**config.mk**
```make
export PLATFORM = sky130hd
export DESIGN_NAME = multicycle_controller_flat
export DESIGN_NICKNAME = d
export VERILOG_FILES = /design/src/rtl/multicycle_controller_if.sv /design/src/rtl/multicycle_controller.sv /design/src/flat_wrapper.sv
export SDC_FILE = /design/constraint.sdc
export NUM_CORES = 1
export LEC_CHECK = 0
export ABC_AREA = 1
export CAP_MARGIN = 15
export CORE_AREA = 2 2 60 51
export DETAILED_ROUTE_END_ITERATION = 10
export DIE_AREA = 0 0 62 53
export GPL_TIMING_DRIVEN = 0
export HOLD_SLACK_MARGIN = 0.05
export PLACE_DENSITY = 0.8
export SLEW_MARGIN = 30
export SYNTH_ARGS = -nofsm -noshare
export SYNTH_HDL_FRONTEND = slang
export SYNTH_SLANG_ARGS = --single-unit
export TNS_END_PERCENT = 1
```
**constraint.sdc**
```tcl
create_clock -name clk -period 1 [get_ports clk]
set_input_delay 0.15 -clock clk [delete_from_list [all_inputs] [get_ports clk]]
set_output_delay 0.15 -clock clk [all_outputs]
set_load 0.01 [all_outputs]
```
**src/rtl/multicycle_controller_if.sv**
```systemverilog
// Control/status bundle between the multicycle controller and its datapath.
// The master side is the controller; the slave side is the datapath and memory.
interface multicycle_controller_if;
  logic [31:0] Instr;
  logic        Zero;
  logic        MemReady;
  logic        PCWrite;
  logic        AdrSrc;
  logic        IRWrite;
  logic        MemWrite;
  logic        RegWrite;
  logic [1:0]  ResultSrc;
  logic [1:0]  ALUSrcA;
  logic [1:0]  ALUSrcB;
  logic [2:0]  ALUControl;
  logic [2:0]  ImmSrc;
  logic        Illegal;
  logic [3:0]  State;

  modport master (
    input  Instr, Zero, MemReady,
    output PCWrite, AdrSrc, IRWrite, MemWrite, RegWrite, ResultSrc,
           ALUSrcA, ALUSrcB, ALUControl, ImmSrc, Illegal, State
  );

  modport slave (
    output Instr, Zero, MemReady,
    input  PCWrite, AdrSrc, IRWrite, MemWrite, RegWrite, ResultSrc,
           ALUSrcA, ALUSrcB, ALUControl, ImmSrc, Illegal, State
  );
endinterface

```
**src/rtl/multicycle_controller.sv**
```systemverilog
// Moore-FSM controller for a multicycle RV32 subset datapath.
// Define MULTICYCLE_MEM_READY_EN to stall FETCH/MEMREAD/MEMWRITE on MemReady.
module multicycle_controller (
  input logic                     clk,
  input logic                     reset,
  multicycle_controller_if.master bus
);

  localparam logic [6:0] OP_LW   = 7'b0000011;
  localparam logic [6:0] OP_SW   = 7'b0100011;
  localparam logic [6:0] OP_R    = 7'b0110011;
  localparam logic [6:0] OP_I    = 7'b0010011;
  localparam logic [6:0] OP_BEQ  = 7'b1100011;
  localparam logic [6:0] OP_JAL  = 7'b1101111;
  localparam logic [6:0] OP_JALR = 7'b1100111;
  localparam logic [6:0] OP_LUI  = 7'b0110111;

  localparam logic [2:0] ALU_ADD  = 3'b000;
  localparam logic [2:0] ALU_SUB  = 3'b001;
  localparam logic [2:0] ALU_AND  = 3'b010;
  localparam logic [2:0] ALU_OR   = 3'b011;
  localparam logic [2:0] ALU_PASS = 3'b100;
  localparam logic [2:0] ALU_SLT  = 3'b101;

  typedef enum logic [3:0] {
    S_FETCH    = 4'd0,
    S_DECODE   = 4'd1,
    S_MEMADR   = 4'd2,
    S_MEMREAD  = 4'd3,
    S_MEMWB    = 4'd4,
    S_MEMWRITE = 4'd5,
    S_EXECUTER = 4'd6,
    S_EXECUTEI = 4'd7,
    S_ALUWB    = 4'd8,
    S_BEQ      = 4'd9,
    S_JAL      = 4'd10,
    S_JALR     = 4'd11,
    S_JALRPC   = 4'd12,
    S_LUI      = 4'd13,
    S_ILLEGAL  = 4'd14
  } state_t;

  state_t     state, state_next;
  logic [6:0] op;
  logic [2:0] f3;
  logic [6:0] f7;
  logic       r_ok, i_ok;
  logic [2:0] r_alu, i_alu;
  logic       mem_ready;
  logic       pc_update, branch;
  logic       adr_src, ir_write, mem_write, reg_write, illegal;
  logic [1:0] result_src, src_a, src_b;
  logic [2:0] alu_ctl;
  logic       unused_instr_bits;

  assign op = bus.Instr[6:0];
  assign f3 = bus.Instr[14:12];
  assign f7 = bus.Instr[31:25];
  assign unused_instr_bits = ^{bus.Instr[24:15], bus.Instr[11:7]};

`ifdef MULTICYCLE_MEM_READY_EN
  assign mem_ready = bus.MemReady;
`else
  logic unused_mem_ready;
  assign unused_mem_ready = bus.MemReady;
  assign mem_ready        = 1'b1;
`endif

  always_ff @(posedge clk) begin
    if (reset) state <= S_FETCH;
    else       state <= state_next;
  end

  // Only the listed funct combinations are legal; anything else traps in DECODE.
  always_comb begin
    r_ok  = 1'b0;
    r_alu = ALU_ADD;
    case ({f7, f3})
      {7'h00, 3'b000}: begin r_ok = 1'b1; r_alu = ALU_ADD; end
      {7'h20, 3'b000}: begin r_ok = 1'b1; r_alu = ALU_SUB; end
      {7'h00, 3'b111}: begin r_ok = 1'b1; r_alu = ALU_AND; end
      {7'h00, 3'b110}: begin r_ok = 1'b1; r_alu = ALU_OR;  end
      {7'h00, 3'b010}: begin r_ok = 1'b1; r_alu = ALU_SLT; end
      default:         begin r_ok = 1'b0; r_alu = ALU_ADD; end
    endcase
    i_ok  = 1'b0;
    i_alu = ALU_ADD;
    case (f3)
      3'b000:  begin i_ok = 1'b1; i_alu = ALU_ADD; end
      3'b111:  begin i_ok = 1'b1; i_alu = ALU_AND; end
      3'b110:  begin i_ok = 1'b1; i_alu = ALU_OR;  end
      default: begin i_ok = 1'b0; i_alu = ALU_ADD; end
    endcase
  end

  always_comb begin
    case (op)
      OP_SW:   bus.ImmSrc = 3'b001;
      OP_BEQ:  bus.ImmSrc = 3'b010;
      OP_JAL:  bus.ImmSrc = 3'b011;
      OP_LUI:  bus.ImmSrc = 3'b100;
      default: bus.ImmSrc = 3'b000;
    endcase
  end

  always_comb begin
    state_next = state;
    adr_src    = 1'b0;
    ir_write   = 1'b0;
    mem_write  = 1'b0;
    reg_write  = 1'b0;
    result_src = 2'b00;
    src_a      = 2'b00;
    src_b      = 2'b00;
    alu_ctl    = ALU_ADD;
    pc_update  = 1'b0;
    branch     = 1'b0;
    illegal    = 1'b0;
    case (state)
      S_FETCH: begin
        ir_write   = mem_ready;
        pc_update  = mem_ready;
        src_b      = 2'b10;
        result_src = 2'b10;
        state_next = mem_ready ? S_DECODE : S_FETCH;
      end
      S_DECODE: begin
        src_a = 2'b01;
        src_b = 2'b01;
        case (op)
          OP_LW, OP_SW: state_next = (f3 == 3'b010) ? S_MEMADR : S_ILLEGAL;
          OP_R:         state_next = r_ok ? S_EXECUTER : S_ILLEGAL;
          OP_I:         state_next = i_ok ? S_EXECUTEI : S_ILLEGAL;
          OP_BEQ:       state_next = (f3 == 3'b000) ? S_BEQ : S_ILLEGAL;
          OP_JAL:       state_next = S_JAL;
          OP_JALR:      state_next = S_JALR;
          OP_LUI:       state_next = S_LUI;
          default:      state_next = S_ILLEGAL;
        endcase
      end
      S_MEMADR: begin
        src_a      = 2'b10;
        src_b      = 2'b01;
        state_next = (op == OP_SW) ? S_MEMWRITE : S_MEMREAD;
      end
      S_MEMREAD: begin
        adr_src    = 1'b1;
        state_next = mem_ready ? S_MEMWB : S_MEMREAD;
      end
      S_MEMWB: begin
        result_src = 2'b01;
        reg_write  = 1'b1;
        state_next = S_FETCH;
      end
      S_MEMWRITE: begin
        adr_src    = 1'b1;
        mem_write  = 1'b1;
        state_next = mem_ready ? S_FETCH : S_MEMWRITE;
      end
      S_EXECUTER: begin
        src_a      = 2'b10;
        alu_ctl    = r_alu;
        state_next = S_ALUWB;
      end
      S_EXECUTEI: begin
        src_a      = 2'b10;
        src_b      = 2'b01;
        alu_ctl    = i_alu;
        state_next = S_ALUWB;
      end
      S_ALUWB: begin
        reg_write  = 1'b1;
        state_next = S_FETCH;
      end
      S_BEQ: begin
        src_a      = 2'b10;
        alu_ctl    = ALU_SUB;
        branch     = 1'b1;
        state_next = S_FETCH;
      end
      // JAL and JALRPC compute the link value OldPC+4 while ALUOut redirects the PC.
      S_JAL, S_JALRPC: begin
        src_a      = 2'b01;
        src_b      = 2'b10;
        pc_update  = 1'b1;
        state_next = S_ALUWB;
      end
      S_JALR: begin
        src_a      = 2'b10;
        src_b      = 2'b01;
        state_next = S_JALRPC;
      end
      S_LUI: begin
        src_b      = 2'b01;
        alu_ctl    = ALU_PASS;
        state_next = S_ALUWB;
      end
      S_ILLEGAL: begin
        illegal    = 1'b1;
        state_next = S_ILLEGAL;
      end
      default: state_next = S_ILLEGAL;
    endcase
  end

  assign bus.PCWrite    = ~reset & (pc_update | (branch & bus.Zero));
  assign bus.IRWrite    = ~reset & ir_write;
  assign bus.MemWrite   = ~reset & mem_write;
  assign bus.RegWrite   = ~reset & reg_write;
  assign bus.AdrSrc     = adr_src;
  assign bus.ResultSrc  = result_src;
  assign bus.ALUSrcA    = src_a;
  assign bus.ALUSrcB    = src_b;
  assign bus.ALUControl = alu_ctl;
  assign bus.Illegal    = illegal;
  assign bus.State      = state;

endmodule

```
**src/flat_wrapper.sv**
```systemverilog
// flat-port wrapper written by rule: the top's interface ports become plain ports
module multicycle_controller_flat 
  (clk, reset, bus_Instr, bus_Zero, bus_MemReady, bus_PCWrite, bus_AdrSrc, bus_IRWrite, bus_MemWrite, bus_RegWrite, bus_ResultSrc, bus_ALUSrcA, bus_ALUSrcB, bus_ALUControl, bus_ImmSrc, bus_Illegal, bus_State);
  multicycle_controller_if bus_i ();
  input logic clk;
  input logic reset;
  input wire logic [$bits(bus_i.Instr)-1:0] bus_Instr;
  input wire logic [$bits(bus_i.Zero)-1:0] bus_Zero;
  input wire logic [$bits(bus_i.MemReady)-1:0] bus_MemReady;
  output wire logic [$bits(bus_i.PCWrite)-1:0] bus_PCWrite;
  output wire logic [$bits(bus_i.AdrSrc)-1:0] bus_AdrSrc;
  output wire logic [$bits(bus_i.IRWrite)-1:0] bus_IRWrite;
  output wire logic [$bits(bus_i.MemWrite)-1:0] bus_MemWrite;
  output wire logic [$bits(bus_i.RegWrite)-1:0] bus_RegWrite;
  output wire logic [$bits(bus_i.ResultSrc)-1:0] bus_ResultSrc;
  output wire logic [$bits(bus_i.ALUSrcA)-1:0] bus_ALUSrcA;
  output wire logic [$bits(bus_i.ALUSrcB)-1:0] bus_ALUSrcB;
  output wire logic [$bits(bus_i.ALUControl)-1:0] bus_ALUControl;
  output wire logic [$bits(bus_i.ImmSrc)-1:0] bus_ImmSrc;
  output wire logic [$bits(bus_i.Illegal)-1:0] bus_Illegal;
  output wire logic [$bits(bus_i.State)-1:0] bus_State;
  assign bus_i.Instr = bus_Instr;
  assign bus_i.Zero = bus_Zero;
  assign bus_i.MemReady = bus_MemReady;
  assign bus_PCWrite = bus_i.PCWrite;
  assign bus_AdrSrc = bus_i.AdrSrc;
  assign bus_IRWrite = bus_i.IRWrite;
  assign bus_MemWrite = bus_i.MemWrite;
  assign bus_RegWrite = bus_i.RegWrite;
  assign bus_ResultSrc = bus_i.ResultSrc;
  assign bus_ALUSrcA = bus_i.ALUSrcA;
  assign bus_ALUSrcB = bus_i.ALUSrcB;
  assign bus_ALUControl = bus_i.ALUControl;
  assign bus_ImmSrc = bus_i.ImmSrc;
  assign bus_Illegal = bus_i.Illegal;
  assign bus_State = bus_i.State;
  multicycle_controller u_core (.clk(clk), .reset(reset), .bus(bus_i));
endmodule
```
==> run metrics <==
Flop pwr share=17.0%; met1 track demand over resource=between 20% and 30%; area leader, netlist=nand2_1; # DRC=0; Seq/Total Area, Yosys=between 10 and 15%; diode count=0; initial core utilization=about 29%; GRT overflow=0; Critical Path Max Stage Delay=between 0.3 and 0.4 ns; Max Cap Viol=0; Cell Int Power=1.244 mW; max-slew violation count=0; first-pass GRT wire length=around 4200 um; layout cell share with drive strength beyond 1=between 40% and 50%; post-synth top area share=17.99%; TritonCTS clock tree=built; DP Area=around 0.0013 mm^2; Port Buf Inserts=40; number of synthesized flops with an enable pin=0; Post-DRT Antenna Nets=0; clock network fraction of design power=just under 9%; type of the most critical hold path=primary input to flop; power per cell area=~1800 mW/mm^2; Worst setup SP type=flop; Layout Utilization=between 50% and 60%; Synth cell types=24; Tmin final=approximately 1.6 ns; unrepaired setup endpoints after global routing=yes; Layout Cells excl Fill=243; Ys Warns=0; top cells by count, synth=37 x nand2_1, 28 x nor2_1, 24 x inv_1; P_sw=~1.3 mW; Async SR Flop Fraction=0%; final setup violation count=24; vias per cell=between 4 and 5; GR peak layer=met2; Worst-path clk slew=0.04 ns; max_slew headroom=between 70% and 80%; Rows=17; switch share=between 50% and 60%; Synth Cell Area=between 700 and 800 um^2; Most used DFF post-synth=dfxtp_1; iteration count of the initial detailed-routing pass=4; Clock Tree Buf Depth=2; GR Util met2=28.65%; antenna violations before repair=0; critical path's slowest cell=dfxtp_4; failing checks=setup timing; clk root buf=clkbuf_4; die footprint=approximately 0.0033 mm^2; worst setup margin=-0.5652 ns; IR drop worst, VDD=between 0.7 and 0.8 mV; Crit. End Element=primary output; Die H=around 53 um; global placement routability congestion=0.9093; top-count cell post-synth=nand2_1; Post-Syn Nets=~190; hold_ws=approximately 0.27 ns; pin count of the biggest net entering global routing=9; ratio of final minimum period to clock period=156.5%; CP Max Fanout=5; WL per Instance=~11 um; design area=~0.0014 mm^2; LEAKAGE=0.7234 nW; CTS buffer count=3; #FFs+latches synth=4; critical-path cell list=inv_4 > nor2_4 > buf_6 > a22oi_2 > nand2_2 > a31oi_1 > nor2_1 > buf_2; Gate Count Post-Synth=about 150; Top Ports=58; Area contributors post-synth=nand2_1 18%, nor2_1 14%, inv_1 12%; max reg flops=4; final setup skew=between 0.002 and 0.0025 ns; core box area=between 0.002 and 0.003 mm^2; Final Routed Wirelength=approximately 2600 um; crit path kind=flop to primary output; CP arrival=around 1.4 ns; initial DRC count=55; status=finished with violations; Skew-Pair Late Insertion Delay=approximately 0.24 ns; placed cell count=227; hpwl dp=between 1500 and 2000 um; overall global routing resource usage=between 10% and 20%; die width=roughly 62 um; nets@finish=~240; Sink Count=4; Hold Vio Cnt, Final=0; slew at the pin closest to its max-slew limit=0.3858 ns; H-tree Lvls=1; worst endpoint required time=0.85 ns; met3 GRT Util=less than 1%; f_max=~640 MHz; routed vias=between 1000 and 1500; combinational power share=approximately three quarters; vias in the first global route=1037; syn avg cell area=5.181 um^2; Layout area overhead=82.01%
[through the flow]
step	worst slack (ns)	TNS [ns]	power (mW)
finish	-0.5652	-7.870	2.536
global route	-0.6032	-9.435	2.725
CTS	-0.5592	-7.887	2.380
detailed placement	-1.048	-14.43	2.139
floorplan	-0.2028	-1.497	1.327
global placement	-1.025	-14.15	2.111
[power by group through the flow]
stage / sequential (mW) / combinational, mW / clock (mW)
finish: 0.432 / 1.88 / 0.225
floorplan: 0.393 / 0.933 / 0
CTS: 0.426 / 1.72 / 0.232
global placement: 0.376 / 1.74 / 0
detailed placement: 0.378 / 1.76 / 0
global route: 0.447 / 2.03 / 0.247
[cell families (layout without fill, tap and decap cells)]
logic type / count (synthesis) / after routing / share of synthesized area (%)
AO/OA/AOI/OAI: 24 / 24 / 19.94
AND/OR/NAND/NOR: 89 / 89 / 54.13
buffers and inverters: 32 / 88 / 15.56
flip-flops: 4 / 4 / 10.37
[cells in the final DEF (no fill, tap or decap), types with 7 or more instances in the layout]
master         netlist  routed
buf_4                0      11
nand2_2              1       7
inv_1               24      14
nor2_1              28      17
nor2_4               4      10
nand2_1             37      29
dlygate4sd2_1        0      10
inv_2                7      14
nand3_1              9       8
nor2_2               3       8
buf_2                0      14
[critical path: cells and delay by family, from the launching register on]
family | cells | cell delay, ns
AOI/OAI and AO/OA | 2 | 0.30
and+or+nand+nor | 3 | 0.17
buffers and inverters | 3 | 0.33
DFF | 1 | 0.37
[path summary, 6_finish.rpt]
check                       from                  end  slack [ns]  cells past startpoint
min reg2reg  u_core.bus.State[3]  u_core.bus.State[0]        0.68                      3
min                        reset  u_core.bus.State[2]        0.27                      2
max          u_core.bus.State[1]          bus_PCWrite       -0.57                      8
max reg2reg  u_core.bus.State[0]  u_core.bus.State[0]       -0.19                      7
[final cells by class]
type                    count  area (um^2)
repair buffers             52        410.4
fillers                   257         1254
multi-input cells         113        698.2
plain buffers               1        3.754
flip-flops and latches      4        95.09
clock buffers               4        26.28
well taps                  38        47.55
inverters                  31        123.9
[repair_timing]
item                       CTS  global route
gates resized for setup    116            21
hold buffers                 0             0
setup endpoints to repair   26            24
pin swaps                   12            10
buffers inserted             8             4
[per-layer routing]
| metal | share of wire [%] | vias to the layer above |
|---|---|---|
| met5 | 0 | - |
| met2 | 47 | 50 |
| met3 | 7.2 | 4 |
| li1 | - | 587 |
| met4 | 1.2 | 0 |
| met1 | 45 | 497 |
No activity file was read; power rests on OpenSTA's default activity.
